--- src/rtl/fetch_rsp_ibuffer.sv ---
// fetch_rsp_ibuffer: instruction buffer fed by the icache fetch response.
// Extracts up to NUM_FETCH instructions from a hit cache block into per-warp
// FIFOs for decode, raises a one-cycle replay on a miss, and tracks per-warp
// in-flight fetch credit so the fetch unit never over-commits a FIFO.
//
// Ports:
//   clk, rst_n                  clock, asynchronous active-low reset
//   req_fire_i, req_wid_i       fetch request issued (reserves NUM_FETCH slots)
//   fetch_ok_o[NUM_WARP]        warp has room for another full fetch
//   rsp_*_i                     icache response (valid/addr/data/mask/wid/status)
//   flush_valid_i, flush_wid_i  drop one warp's buffered and in-flight state
//   replay_valid_o/wid_o/pc_o   registered miss replay pulse
//   ib_valid_o/ib_ready_i       per-warp FIFO head handshake
//   ib_inst_o, ib_pc_o          per-warp head instruction / PC
//   ovf_err_o                   sticky FIFO overflow
//
// Optional feature: define IBUF_PERF_EN to add perf_hit_o / perf_miss_o
// response counters.
module fetch_rsp_ibuffer #(
   parameter int unsigned WARP_DEPTH  = 2,
   parameter int unsigned NUM_FETCH   = 2,
   parameter int unsigned BLOCK_WORDS = 8,
   parameter int unsigned IB_DEPTH    = 4
) (
   input  logic                            clk,
   input  logic                            rst_n,
   input  logic                            req_fire_i,
   input  logic [WARP_DEPTH-1:0]           req_wid_i,
   output logic [(1<<WARP_DEPTH)-1:0]      fetch_ok_o,
   input  logic                            rsp_valid_i,
   input  logic [31:0]                     rsp_addr_i,
   input  logic [BLOCK_WORDS*32-1:0]       rsp_data_i,
   input  logic [NUM_FETCH-1:0]            rsp_mask_i,
   input  logic [WARP_DEPTH-1:0]           rsp_wid_i,
   input  logic                            rsp_status_i,
   input  logic                            flush_valid_i,
   input  logic [WARP_DEPTH-1:0]           flush_wid_i,
   output logic                            replay_valid_o,
   output logic [WARP_DEPTH-1:0]           replay_wid_o,
   output logic [31:0]                     replay_pc_o,
   output logic [(1<<WARP_DEPTH)-1:0]      ib_valid_o,
   input  logic [(1<<WARP_DEPTH)-1:0]      ib_ready_i,
   output logic [(1<<WARP_DEPTH)*32-1:0]   ib_inst_o,
   output logic [(1<<WARP_DEPTH)*32-1:0]   ib_pc_o,
`ifdef IBUF_PERF_EN
   output logic [31:0]                     perf_hit_o,
   output logic [31:0]                     perf_miss_o,
`endif
   output logic                            ovf_err_o
);

   localparam int unsigned NUM_WARP = 1 << WARP_DEPTH;
   localparam int unsigned WOFF     = $clog2(BLOCK_WORDS);
   localparam int unsigned PTR_W    = $clog2(IB_DEPTH);
   localparam int unsigned CNT_W    = PTR_W + 1;
   localparam int unsigned ACC_W    = CNT_W + 1;
   localparam int unsigned RES_W    = CNT_W + 2;

   // Architectural state
   logic [PTR_W-1:0] rd_ptr   [NUM_WARP];
   logic [PTR_W-1:0] wr_ptr   [NUM_WARP];
   logic [CNT_W-1:0] count    [NUM_WARP];
   logic [RES_W-1:0] reserved [NUM_WARP];
   logic [31:0]      inst_mem [NUM_WARP][IB_DEPTH];
   logic [31:0]      pc_mem   [NUM_WARP][IB_DEPTH];

   // Next-state / decode
   logic [WOFF-1:0]      idx;
   logic [NUM_FETCH-1:0] slot_ok;
   logic [ACC_W-1:0]     rank     [NUM_FETCH];
   logic [WOFF-1:0]      widx     [NUM_FETCH];
   logic                 wr_en    [NUM_FETCH];
   logic [PTR_W-1:0]     wr_pos   [NUM_FETCH];
   logic [ACC_W-1:0]     nvalid;
   logic                 rsp_take;
   logic                 hit_take;
   logic                 ovf_set;
   logic [ACC_W-1:0]     space    [NUM_WARP];
   logic [CNT_W-1:0]     count_nx [NUM_WARP];
   logic [PTR_W-1:0]     rd_nx    [NUM_WARP];
   logic [PTR_W-1:0]     wr_nx    [NUM_WARP];
   logic [RES_W-1:0]     res_nx   [NUM_WARP];

   // Slot selection: which block words are valid and their compacted order
   always_comb begin : slot_decode
      idx    = rsp_addr_i[WOFF+1:2];
      nvalid = '0;
      for (int i = 0; i < int'(NUM_FETCH); i++) begin
         slot_ok[i] = rsp_mask_i[i] && ((int'(idx) + i) < int'(BLOCK_WORDS));
         rank[i]    = nvalid;
         widx[i]    = WOFF'(int'(idx) + i);
         nvalid     = nvalid + ACC_W'(slot_ok[i]);
      end
   end

   // A response to the warp being flushed this cycle is discarded entirely
   assign rsp_take = rsp_valid_i && !(flush_valid_i && (flush_wid_i == rsp_wid_i));
   assign hit_take = rsp_take && !rsp_status_i;

   // Per-warp pointer, occupancy and credit update
   always_comb begin : warp_next
      for (int w = 0; w < int'(NUM_WARP); w++) begin
         logic             flush_w;
         logic             pop_w;
         logic             inc_w;
         logic             dec_w;
         logic [ACC_W-1:0] push_w;
         flush_w  = flush_valid_i && (flush_wid_i == WARP_DEPTH'(w));
         pop_w    = (count[w] != '0) && ib_ready_i[w];
         inc_w    = req_fire_i && (req_wid_i == WARP_DEPTH'(w)) && !flush_w;
         dec_w    = rsp_valid_i && (rsp_wid_i == WARP_DEPTH'(w));
         // A same-cycle pop frees a slot for this cycle's push
         space[w] = ACC_W'(IB_DEPTH) - ACC_W'(count[w]) + ACC_W'(pop_w);
         push_w   = '0;
         if (hit_take && (rsp_wid_i == WARP_DEPTH'(w)))
            push_w = (nvalid < space[w]) ? nvalid : space[w];

         count_nx[w] = CNT_W'(ACC_W'(count[w]) + push_w - ACC_W'(pop_w));
         rd_nx[w]    = rd_ptr[w] + PTR_W'(pop_w);
         wr_nx[w]    = wr_ptr[w] + PTR_W'(push_w);

         res_nx[w] = reserved[w];
         if (inc_w && !dec_w)
            res_nx[w] = reserved[w] + RES_W'(NUM_FETCH);
         else if (dec_w && !inc_w)
            res_nx[w] = (reserved[w] >= RES_W'(NUM_FETCH)) ? reserved[w] - RES_W'(NUM_FETCH) : '0;

         if (flush_w) begin
            count_nx[w] = '0;
            rd_nx[w]    = '0;
            wr_nx[w]    = '0;
            res_nx[w]   = '0;
         end
      end
   end

   // Storage writes: slots beyond free space are dropped, never written
   always_comb begin : write_decode
      ovf_set = hit_take && (nvalid > space[rsp_wid_i]);
      for (int i = 0; i < int'(NUM_FETCH); i++) begin
         wr_en[i]  = hit_take && slot_ok[i] && (rank[i] < space[rsp_wid_i]);
         wr_pos[i] = wr_ptr[rsp_wid_i] + PTR_W'(rank[i]);
      end
   end

   always_ff @(posedge clk or negedge rst_n) begin : state_reg
      if (!rst_n) begin
         for (int w = 0; w < int'(NUM_WARP); w++) begin
            rd_ptr[w]   <= '0;
            wr_ptr[w]   <= '0;
            count[w]    <= '0;
            reserved[w] <= '0;
         end
         ovf_err_o      <= 1'b0;
         replay_valid_o <= 1'b0;
         replay_wid_o   <= '0;
         replay_pc_o    <= '0;
      end else begin
         for (int w = 0; w < int'(NUM_WARP); w++) begin
            rd_ptr[w]   <= rd_nx[w];
            wr_ptr[w]   <= wr_nx[w];
            count[w]    <= count_nx[w];
            reserved[w] <= res_nx[w];
         end
         if (ovf_set)
            ovf_err_o <= 1'b1;
         replay_valid_o <= rsp_take && rsp_status_i;
         if (rsp_take && rsp_status_i) begin
            replay_wid_o <= rsp_wid_i;
            replay_pc_o  <= rsp_addr_i;
         end
      end
   end

   // FIFO payload storage (no reset needed: guarded by count)
   always_ff @(posedge clk) begin : fifo_mem
      for (int i = 0; i < int'(NUM_FETCH); i++) begin
         if (wr_en[i]) begin
            inst_mem[rsp_wid_i][wr_pos[i]] <= rsp_data_i[int'(widx[i])*32 +: 32];
            pc_mem[rsp_wid_i][wr_pos[i]]   <= rsp_addr_i + 32'(4 * i);
         end
      end
   end

   // Head view and credit status, decoded from registers only
   always_comb begin : head_out
      for (int w = 0; w < int'(NUM_WARP); w++) begin
         ib_valid_o[w]        = (count[w] != '0);
         ib_inst_o[w*32 +: 32] = inst_mem[w][rd_ptr[w]];
         ib_pc_o[w*32 +: 32]   = pc_mem[w][rd_ptr[w]];
         fetch_ok_o[w]        = (int'(count[w]) + int'(reserved[w]) + int'(NUM_FETCH)) <= int'(IB_DEPTH);
      end
   end

`ifdef IBUF_PERF_EN
   // Hit/miss response counters; flushed responses are not counted
   always_ff @(posedge clk or negedge rst_n) begin : perf_cnt
      if (!rst_n) begin
         perf_hit_o  <= '0;
         perf_miss_o <= '0;
      end else if (rsp_take) begin
         if (rsp_status_i)
            perf_miss_o <= perf_miss_o + 32'd1;
         else
            perf_hit_o  <= perf_hit_o + 32'd1;
      end
   end
`endif

endmodule

--- config.mk ---
export PLATFORM = sky130hd
export DESIGN_NAME = fetch_rsp_ibuffer
export DESIGN_NICKNAME = d
export VERILOG_FILES = /design/src/rtl/fetch_rsp_ibuffer.sv
export SDC_FILE = /design/constraint.sdc
export NUM_CORES = 1
export LEC_CHECK = 0
export CORE_MARGIN = 3
export CORE_UTILIZATION = 56
export DETAILED_ROUTE_END_ITERATION = 12
export PLACE_DENSITY = 0.79
export SYNTH_ARGS = -nofsm -noshare
export SYNTH_HDL_FRONTEND = slang
export SYNTH_SLANG_ARGS = --single-unit
--- constraint.sdc ---
create_clock -name clk -period 8.1 [get_ports clk]
set_clock_uncertainty 0.05 [all_clocks]
set_input_delay 0.81 -clock clk [delete_from_list [all_inputs] [get_ports clk]]
set_output_delay 0.81 -clock clk [all_outputs]
set_load 0.03 [all_outputs]
After elaboration in Yosys (flattened, before gate mapping)
Memories as Yosys holds them, arrays and structs flattened.
Cells that the tools add are included.
{"block": "op_classes", "mul": 0, "mux": 330, "add_sub_neg": 44, "n_eq_ne": 10, "shifts": 2, "order_cmp": 26, "div_mod_pow": 0, "n_reduce_logical": 70, "bitwise": 263}
{"operator": "32-bit 2-to-1 mux", "n": 18}
{"operator": "32-bit binary-select mux with 2-bit select", "n": 8}
{"operator": "256-bit by 9-bit indexed part select with 32-bit output", "n": 2}
{"operator": "1-bit 2-to-1 mux", "n": 258}
{"operator": "128-bit 2-to-1 mux", "n": 2}
{"operator": "1-bit OR", "n": 256}
{"operator": "32-bit demux with 2-bit select", "n": 2}
{"operator": "5-bit 2-to-1 mux", "n": 16}
{"operator": "1-bit logical AND", "n": 45}
{"operator": "3-bit 2-to-1 mux", "n": 12}
{"operator": "32-bit by 3-bit adder with 32-bit output (second input constant)", "n": 1}
{"operator": "32-bit by 5-bit < comparator with 1-bit output (second input constant)", "n": 1}
{"operator": "6-bit by 2-bit adder with 7-bit output (second input constant)", "n": 4}
{"operator": "7-bit by 3-bit <= comparator with 1-bit output (second input constant)", "n": 4}
{"operator": "3-bit by 5-bit adder with 6-bit output", "n": 4}
{"operator": "3-bit nonzero test", "n": 8}
{"operator": "3-bit greater-or-equal comparator (second input constant)", "n": 7}
{"operator": "2-bit inverter with 3-bit output", "n": 7}
{"operator": "5-bit by 2-bit adder with 5-bit output (second input constant)", "n": 4}
{"operator": "5-bit by 2-bit greater-or-equal comparator with 1-bit output (second input constant)", "n": 4}
{"operator": "2-bit 2-to-1 mux", "n": 10}
{"operator": "5-bit by 2-bit subtractor with 5-bit output (second input constant)", "n": 4}
{"operator": "4-bit by 1-bit adder with 4-bit output", "n": 4}
{"operator": "2-bit by 4-bit < comparator with 1-bit output", "n": 4}
{"operator": "other kinds (20)", "n": 60}
{"block": "word_totals", "rom_bits": 0, "word_cells": 767, "mem_bits_rw": 1024, "ff_bits": 84, "latch_bits": 0, "n_memories": 2, "in_bits": 306, "out_inout_bits": 300}
{"name": "inst_mem", "depth": 4, "width": 128, "rd": 4, "rd_clocked_by_memory_dff": 0, "wr": 1, "line": "64", "rtl": "logic [31:0] inst_mem [NUM_WARP][IB_DEPTH];"}
{"name": "pc_mem", "depth": 4, "width": 128, "rd": 4, "rd_clocked_by_memory_dff": 0, "wr": 1, "line": "65", "rtl": "logic [31:0] pc_mem [NUM_WARP][IB_DEPTH];"}

Longest topological paths before layout
Gate-level depths: netlist of run 1.
{"block": "logic_depth", "ltp_word": 12, "depth_mapped": 17, "ltp_nobuf": 17}

Worst setup path after synthesis of run 1
OpenSTA, ideal clock, no wires.
{"block": "synth_timing", "path_kind": "input-to-reg", "startpoint": "input port rsp_wid_i[0]", "endpoint": "memory inst_mem[0][100] in the netlist's numbering, enable pin", "n_path_buf": 3, "arrival_ns": 5.682, "setup_time_ns": 0.486, "slack_ns": 1.882, "stages": 9, "path_cell_list": "buf_2 -> buf_2 -> mux4_2 -> ha_1 -> or4_1 -> a21oi_2 -> buf_4 -> a21oi_1 -> nor2_1"}
{"block": "synth_between", "elab_chain_cells": 12}
{"element": "start, declared", "line": "34", "rtl": "input logic [WARP_DEPTH-1:0] rsp_wid_i,"}
{"element": "2-bit inverter with 3-bit output (not written as such)", "line": "141, 142"}
{"element": "2-bit binary-select mux with 2-bit select", "line": "142", "rtl": "wr_pos[i] = wr_ptr[rsp_wid_i] + PTR_W'(rank[i]);"}
{"element": "2-bit 2-to-1 mux (not written as such) (2 in a row)", "line": "142"}
{"element": "2-bit by 1-bit adder with 2-bit output", "line": "142"}
{"element": "2-bit inverter with 3-bit output (not written as such)", "line": "179", "rtl": "inst_mem[rsp_wid_i][wr_pos[i]] <= rsp_data_i[int'(widx[i])*32 +: 32];"}
{"element": "3-bit greater-or-equal comparator (not written as such) / 3-bit by 1-bit < comparator with 1-bit output (equally long branches)", "line": "179"}
{"element": "1-bit logical AND (not written as such)", "line": "179"}
{"element": "32-bit 2-to-1 mux (not written as such)", "line": "179"}
{"element": "32-bit demux with 2-bit select", "line": "179"}
{"element": "128-bit 2-to-1 mux (not written as such)", "line": "179"}
{"element": "1-bit OR (no line)"}
{"element": "end, declared", "line": "64"}
Parallel ways exist; a longest one is shown, timed or not. The select of a mux whose other input is x is not followed.

Worst setup path after layout of run 1
{"block": "layout_timing", "startpoint": "input port rsp_wid_i[0]", "endpoint": "memory inst_mem[2][8] in the netlist's numbering, enable pin"}
Same word-level chain as after synthesis.

==> metrics.cfg, run 1 <==
[run_status]
status=finished clean

[setup_path]
critPathMostFrequentCell=buf_4
endpoint_kind=register
path_class=in2reg
cp_data_arrival_time_ns=5.56
startpoint_type=input pin
cp_cell_sequence=clkdlybuf4s50_1 > mux4_2 > ha_1 > nand3_1 > nor3_1 > o21ai_4 > a21boi_0 > buf_4 > nor2_4 > buf_4
worst_ep_required_time_ns=8.38
worstPathMaxFanout=30
critical_path.slowest_cell=clkdlybuf4s50_1
crit_path_max_incr_delay_ns=0.93

[yosys]
yosysMostFrequentCell=edfxtp_1
netlist_top_cells_count=edfxtp_1, mux4_2, nor2_1, nand2_1, clkbuf_1
synth_seq_area_share=0.6695
synth-main-ff-cell=edfxtp_1
synth-edff-count=1024
synth_seq_cells=1104
synth_cell_types=60
synth_top_area_frac=0.6285
synthTopCellsByArea=edfxtp_1, mux4_2, dfrtp_1
synth_cells=2690
synth.largest_area_cell=edfxtp_1
syn_area_per_cell_sq_um=18.19
ys_warn_count=0
synthesis.area_sq_mm=0.04892
async_flop_share=0.07246

[sta]
whs_ns=0.4266
rsz0062_at_grt=no
fmaxAchievable_mhz=189.4
finalSetupTns_ns=0
drv_slew=0
slew_headroom=0.1693
setup_viol=0
worstMarginPinSlew_ns=1.243
timing.final.crit_period_ns=5.279
finalCritPeriodShare=0.6517
hold_viol_final=0

[clocking]
cts_sinks=1104
clkTransAtPathRegs_ns=0.06
htree_num_levels=3
clkLatencyLatePin_ns=0.66
clk_path_buf_depth=3
cts.root.buffer_cell=clkbuf_16
cts_tree=done
cts_buffers=107

[floorplan]
die-width_um=301.6
ios=606
rows=107
die_h_um=301.6
die_area_sq_mm=0.09094
start_util=0.5692
core_area_sq_mm=0.08595

[global_routing]
grt.total_usage=0.3393
grt_max_degree=77
grt_pass1_vias=30750
grt_pass1_wl_um=219100
grt_overflow_total=0
use_met1=0.4501
met2_usage=0.5561
grt_antenna_before_repair=3
gr-usage-met3=0.06745
top_usage_layer=met2

[detailed_routing]
postRouteAntennaNets=0
vias_per_cell=6.709
dr.first_iter.drc_count=4012
detailroute.via_count=30120
finalWirelength_um=153600
drc=0
drt_first_pass_iters=6
detail_route.wl_per_cell_um=34.20

[flow_run]
cap_violations=0

[finish]
final_util=0.6965
fin_nets=3624
finalNonFillerCells=4490
syn_to_final_growth_pct=22.37
drive_above_1_share=0.2071

[power]
ir_worst_vdd_mv=0.2663
power_leakage_uw=0.02049
power_density_mw_per_mm2=324.1

[placement]
port_buffers=605
placedCellCount=4285
dp_hpwl_um=99080
gp_congestion=0.9137

[hold_path]
holdCritPathClass=reg2reg

## layer usage
metal | up-vias | part of all wire
met4 | 0 | 0.047
met5 | - | 0
li1 | 11850 | -
met3 | 340 | 0.11
met1 | 15620 | 0.35
met2 | 2313 | 0.50
## state kept, by name (all words and copies together) (netlist names)
| signal | flops |
|---|---|
| replay_valid_o | 1 |
| ovf_err_o | 1 |
| inst_mem | 512 |
| reserved | 16 |
| pc_mem | 512 |
| replay_wid_o | 2 |
| wr_ptr | 8 |
| rd_ptr | 8 |
| count | 12 |
| replay_pc_o | 32 |
## layout by cell type, fill, tap and decap left out, drive strengths merged, types with 8 or more instances in the layout
cell,instances
nor3,18
ha,59
fa,8
nor3b,8
nor2,158
mux2i,132
clkinv,40
mux4,387
dfrtp,80
and2,8
or3,17
a21oi,93
mux2,40
xor2,45
nand4,8
bufinv,12
clkdlybuf4s50,601
nand3,26
nor2b,10
edfxtp,1024
o21ai,14
xnor2,43
inv,58
nand2,155
buf,60
nand2b,10
a211oi,9
clkbuf,137
## where the power goes
group          leakage, uW  switching [uW]  internal (uW)
registers           0.0102             539           6570
logic              0.00853            4190           3020
clock network      0.00176            2130           2940
## final timing paths
path                            startpoint               to  slack, ns  cells after the start
max in group asynchronous            rst_n        rd_ptr[5]       6.15                      3
setup / recovery              rsp_wid_i[0]   inst_mem[2][8]       2.82                     10
hold reg to reg            replay_pc_o[10]  replay_pc_o[10]       0.43                      2
hold / removal             replay_pc_o[10]  replay_pc_o[10]       0.43                      2
min in group asynchronous            rst_n  replay_pc_o[27]       0.47                      2
setup reg to reg                 count[11]   inst_mem[2][8]       3.17                     11
## critical path: cells and delay by family
| kind | cells | cell delay [ns] |
|---|---|---|
| buffers and inverters | 3 | 1.59 |
| and+or+nand+nor | 3 | 1.39 |
| muxes | 1 | 0.65 |
| AOI/OAI and AO/OA | 2 | 0.55 |
| adders and majority gates | 1 | 0.51 |
## kinds of logic after synthesis
group                    Yosys count  share of synthesized area
adder cells (fa/ha/maj)           67                    0.01836
AO/OA/AOI/OAI                    153                    0.01857
XOR/XNOR                          88                    0.01575
flip-flops                      1104                     0.6695
buffers and inverters            267                    0.02184
multiplexers                     559                     0.2144
other                              1                 0.00007665
AND/OR/NAND/NOR                  451                    0.04156
## what timing repair did
item                      CTS  global route
hold endpoints to repair   10             0
hold buffers                1             0
buffers inserted            0             0
resized for setup           0             0
## metrics by stage
stage	setup WS, ns	area [sq um]	total power, uW
5_1_grt	2.616	59860	19980
4_1_cts	2.869	59850	19430
3_5_place_dp	2.151	56250	14400
6_report	2.821	59870	19400
2_1_floorplan	1.882	48930	11280
3_3_place_gp	2.106	56250	14290
## cell type report
class	instances	area, sq um
Antenna cell	5	12.51
Clock buffer	137	2932
Clock inverter	62	664.4
Fill cell	5278	26080
Inverter	54	202.7
Multi-Input combinational cell	1322	15310
Sequential cell	1104	32780
Tap cell	1144	1431
Timing Repair Buffer	662	6530
Power figures use the tool's default switching activity.
==> inputs of run 2 (changes only) <==
Clock period 8.1 ns to 5.5 ns, I/O delays scaled along.
==> metrics.cfg, run 2 (same netlist as run 1, synthesis figures left out) <==
[sta]
finalCritPeriodShare=0.8547
fin_ws_ns=0.7992  ; -2.022 ns
timing.final.crit_period_ns=4.701
drv_slew=0  ; unchanged
slew_headroom=0.1482  ; -0.02103
hold_viol_final=0  ; unchanged
setup_viol=0  ; unchanged
worstMarginPinSlew_ns=1.278  ; +0.03449 ns
rsz0062_at_grt=no
fmaxAchievable_mhz=212.7

[global_routing]
grt_overflow_total=0  ; unchanged
grt_pass1_wl_um=217000  ; -0.95%
grt_max_degree=77  ; unchanged
grt_antenna_before_repair=7  ; +4
grt.total_usage=0.3354  ; -0.003875
grt_pass1_vias=31200  ; +1.5%

[power]
power_leakage_uw=0.02050  ; about the same
power_density_mw_per_mm2=471.2  ; +45%
ir_worst_vdd_mv=0.2993  ; +12%
p_total_uw=28230  ; +46%

[placement]
dp_worst_setup_slack_ns=0.6723  ; -1.478 ns
port_buffers=605  ; unchanged
gp_congestion=0.9636  ; +5.5%
dp_hpwl_um=95840  ; -3.3%

[setup_path]
path_class=reg2reg
endpoint_kind=register
startpoint_type=register
r2r-start=count[5]
cp_data_arrival_time_ns=4.97  ; -0.59 ns
worst_ep_required_time_ns=5.76  ; -2.62 ns
reg2reg_to=pc_mem[2][112]
r2r_slack_ns=0.80  ; -2.37 ns
r2r_cells=12  ; +1
worstPathMaxFanout=43  ; +43%

[detailed_routing]
finalWirelength_um=151800  ; -1.1%
drt_first_pass_iters=6  ; unchanged
vias_per_cell=6.644  ; -0.97%
detailroute.via_count=29970  ; -0.50%
drc=0  ; unchanged
postRouteAntennaNets=0  ; unchanged
dr.first_iter.drc_count=3945  ; -1.7%
detail_route.wl_per_cell_um=33.66  ; -1.6%

[floorplan]
rows=107  ; unchanged
die_area_sq_mm=0.09094  ; unchanged
die_h_um=301.6  ; unchanged
ios=606  ; unchanged
die-width_um=301.6  ; unchanged
core_area_sq_mm=0.08595  ; unchanged
start_util=0.5692  ; unchanged

[finish]
fin_nets=3646  ; +0.61%
final_common_cell=edfxtp_1
fillCellCount=5309  ; +0.59%
drive_above_1_share=0.2037  ; -0.003436
layout_common_cells=edfxtp_1, clkdlybuf4s50_1, mux4_2
syn_to_final_growth_pct=22.49  ; about the same

[clocking]
htree_num_levels=3  ; unchanged
ctsResizeCount=0  ; unchanged
clkLatencyLatePin_ns=0.67  ; about the same
clkTransAtPathRegs_ns=0.06  ; about the same
cts_sinks=1104  ; unchanged
cts_buffers=105  ; -1.9%
cts.root.buffer_cell=clkbuf_16
cts_tree=done
clk_path_buf_depth=3  ; unchanged

[hold_path]
min_path_cells=3  ; +1
holdCritPathClass=in2reg
holdPathEnd=replay_pc_o[4]
min_from=rsp_addr_i[4]

[run_status]
status=finished clean

[flow_run]
cap_violations=0  ; unchanged

-- run 2: cell types whose count changed in the layout (fill, tap and decap cells not counted), moves of 2 or more --
cell	previous run	this run
clkinv_2	22	10
clkinvlp_4	6	3
clkbuf_8	12	6
inv_6	5	3
clkbuf_1	17	31
clkinv_4	3	1
clkinv_1	14	27
buf_12	4	13
bufinv_16	12	8
buf_4	55	70
-- run 2: metal layers --
layer  routed length, um  GRT usage  vias up
met5                  36          0        -
met4                7820     0.1503        6
met3               16940    0.07328      420
met2               76690     0.5614     2220
met1               50350     0.4244    15440
li1                    -          -    11880
-- run 2: final cells by class --
class / count / area (sq um) / area share
sequential: 1104 / 32780 / 0.5471
multi-input combinational: 1322 / 15300 / 0.2554
timing repair buffer: 686 / 6823 / 0.1139
clock buffer: 144 / 2877 / 0.04800
tap: 1144 / 1431 / 0.02389
clock inverter: 53 / 495.5 / 0.008269
inverter: 54 / 202.7 / 0.003383
antenna: 4 / 10.01 / 0.0001670
-- run 2: worst max path at each step --
stage,end,start,depth (start not counted)
finish,pc_mem[2][112],count[5],12
global route,pc_mem[2][124],count[5],12
CTS,pc_mem[2][124],count[5],12
detailed placement,pc_mem[0][111],rsp_wid_i[0],8
global placement,pc_mem[2][124],rsp_wid_i[0],8
floorplan,inst_mem[0][100],rsp_wid_i[0],9
-- run 2: metrics by stage --
| stage | utilization | instance area (sq um) | hold WS, ns | instances | setup TNS, ns |
|---|---|---|---|---|---|
| 2_1_floorplan | - | 48950 | 0.2044 | 2693 | -233.47 |
| 3_3_place_gp | 0.6577 | 56530 | 0.4064 | 4309 | 0 |
| 3_5_place_dp | 0.6577 | 56530 | 0.4176 | 4309 | 0 |
| 4_1_cts | 0.6971 | 59910 | 0.1792 | 4507 | 0 |
| 5_1_grt | 0.6971 | 59920 | 0.1992 | 4509 | 0 |
| 6_report | 0.6972 | 59920 | 0.2071 | 4511 | 0 |
-- run 2: repair_timing --
item / in CTS / in global routing
hold buffers: 1 / 0
hold endpoints to repair: 56 / 0
setup buffers: 0 / 0
endpoints found under the setup margin: 0 / 0
-- run 2: report_power, final --
| group | internal (uW) | switching (uW) | total [uW] |
|---|---|---|---|
| Clock | 4040 | 3090 | 7130 |
| Combinational | 4520 | 5960 | 10500 |
| Sequential | 9670 | 954 | 10600 |
| Total | 18200 | 10000 | 28200 |
-- run 2: worst max-delay path: stages (launching register included) --
cell and delay (ns):
dfrtp_1 0.44, or3_1 0.39, nand2_1 0.11, ha_1 0.18
inv_1 0.05, ha_1 0.18, nor4bb_1 0.16, o32a_1 0.37
and4_1 0.32, a211oi_1 0.37, a21oi_1 0.34, nor2_4 0.89
buf_12 0.37
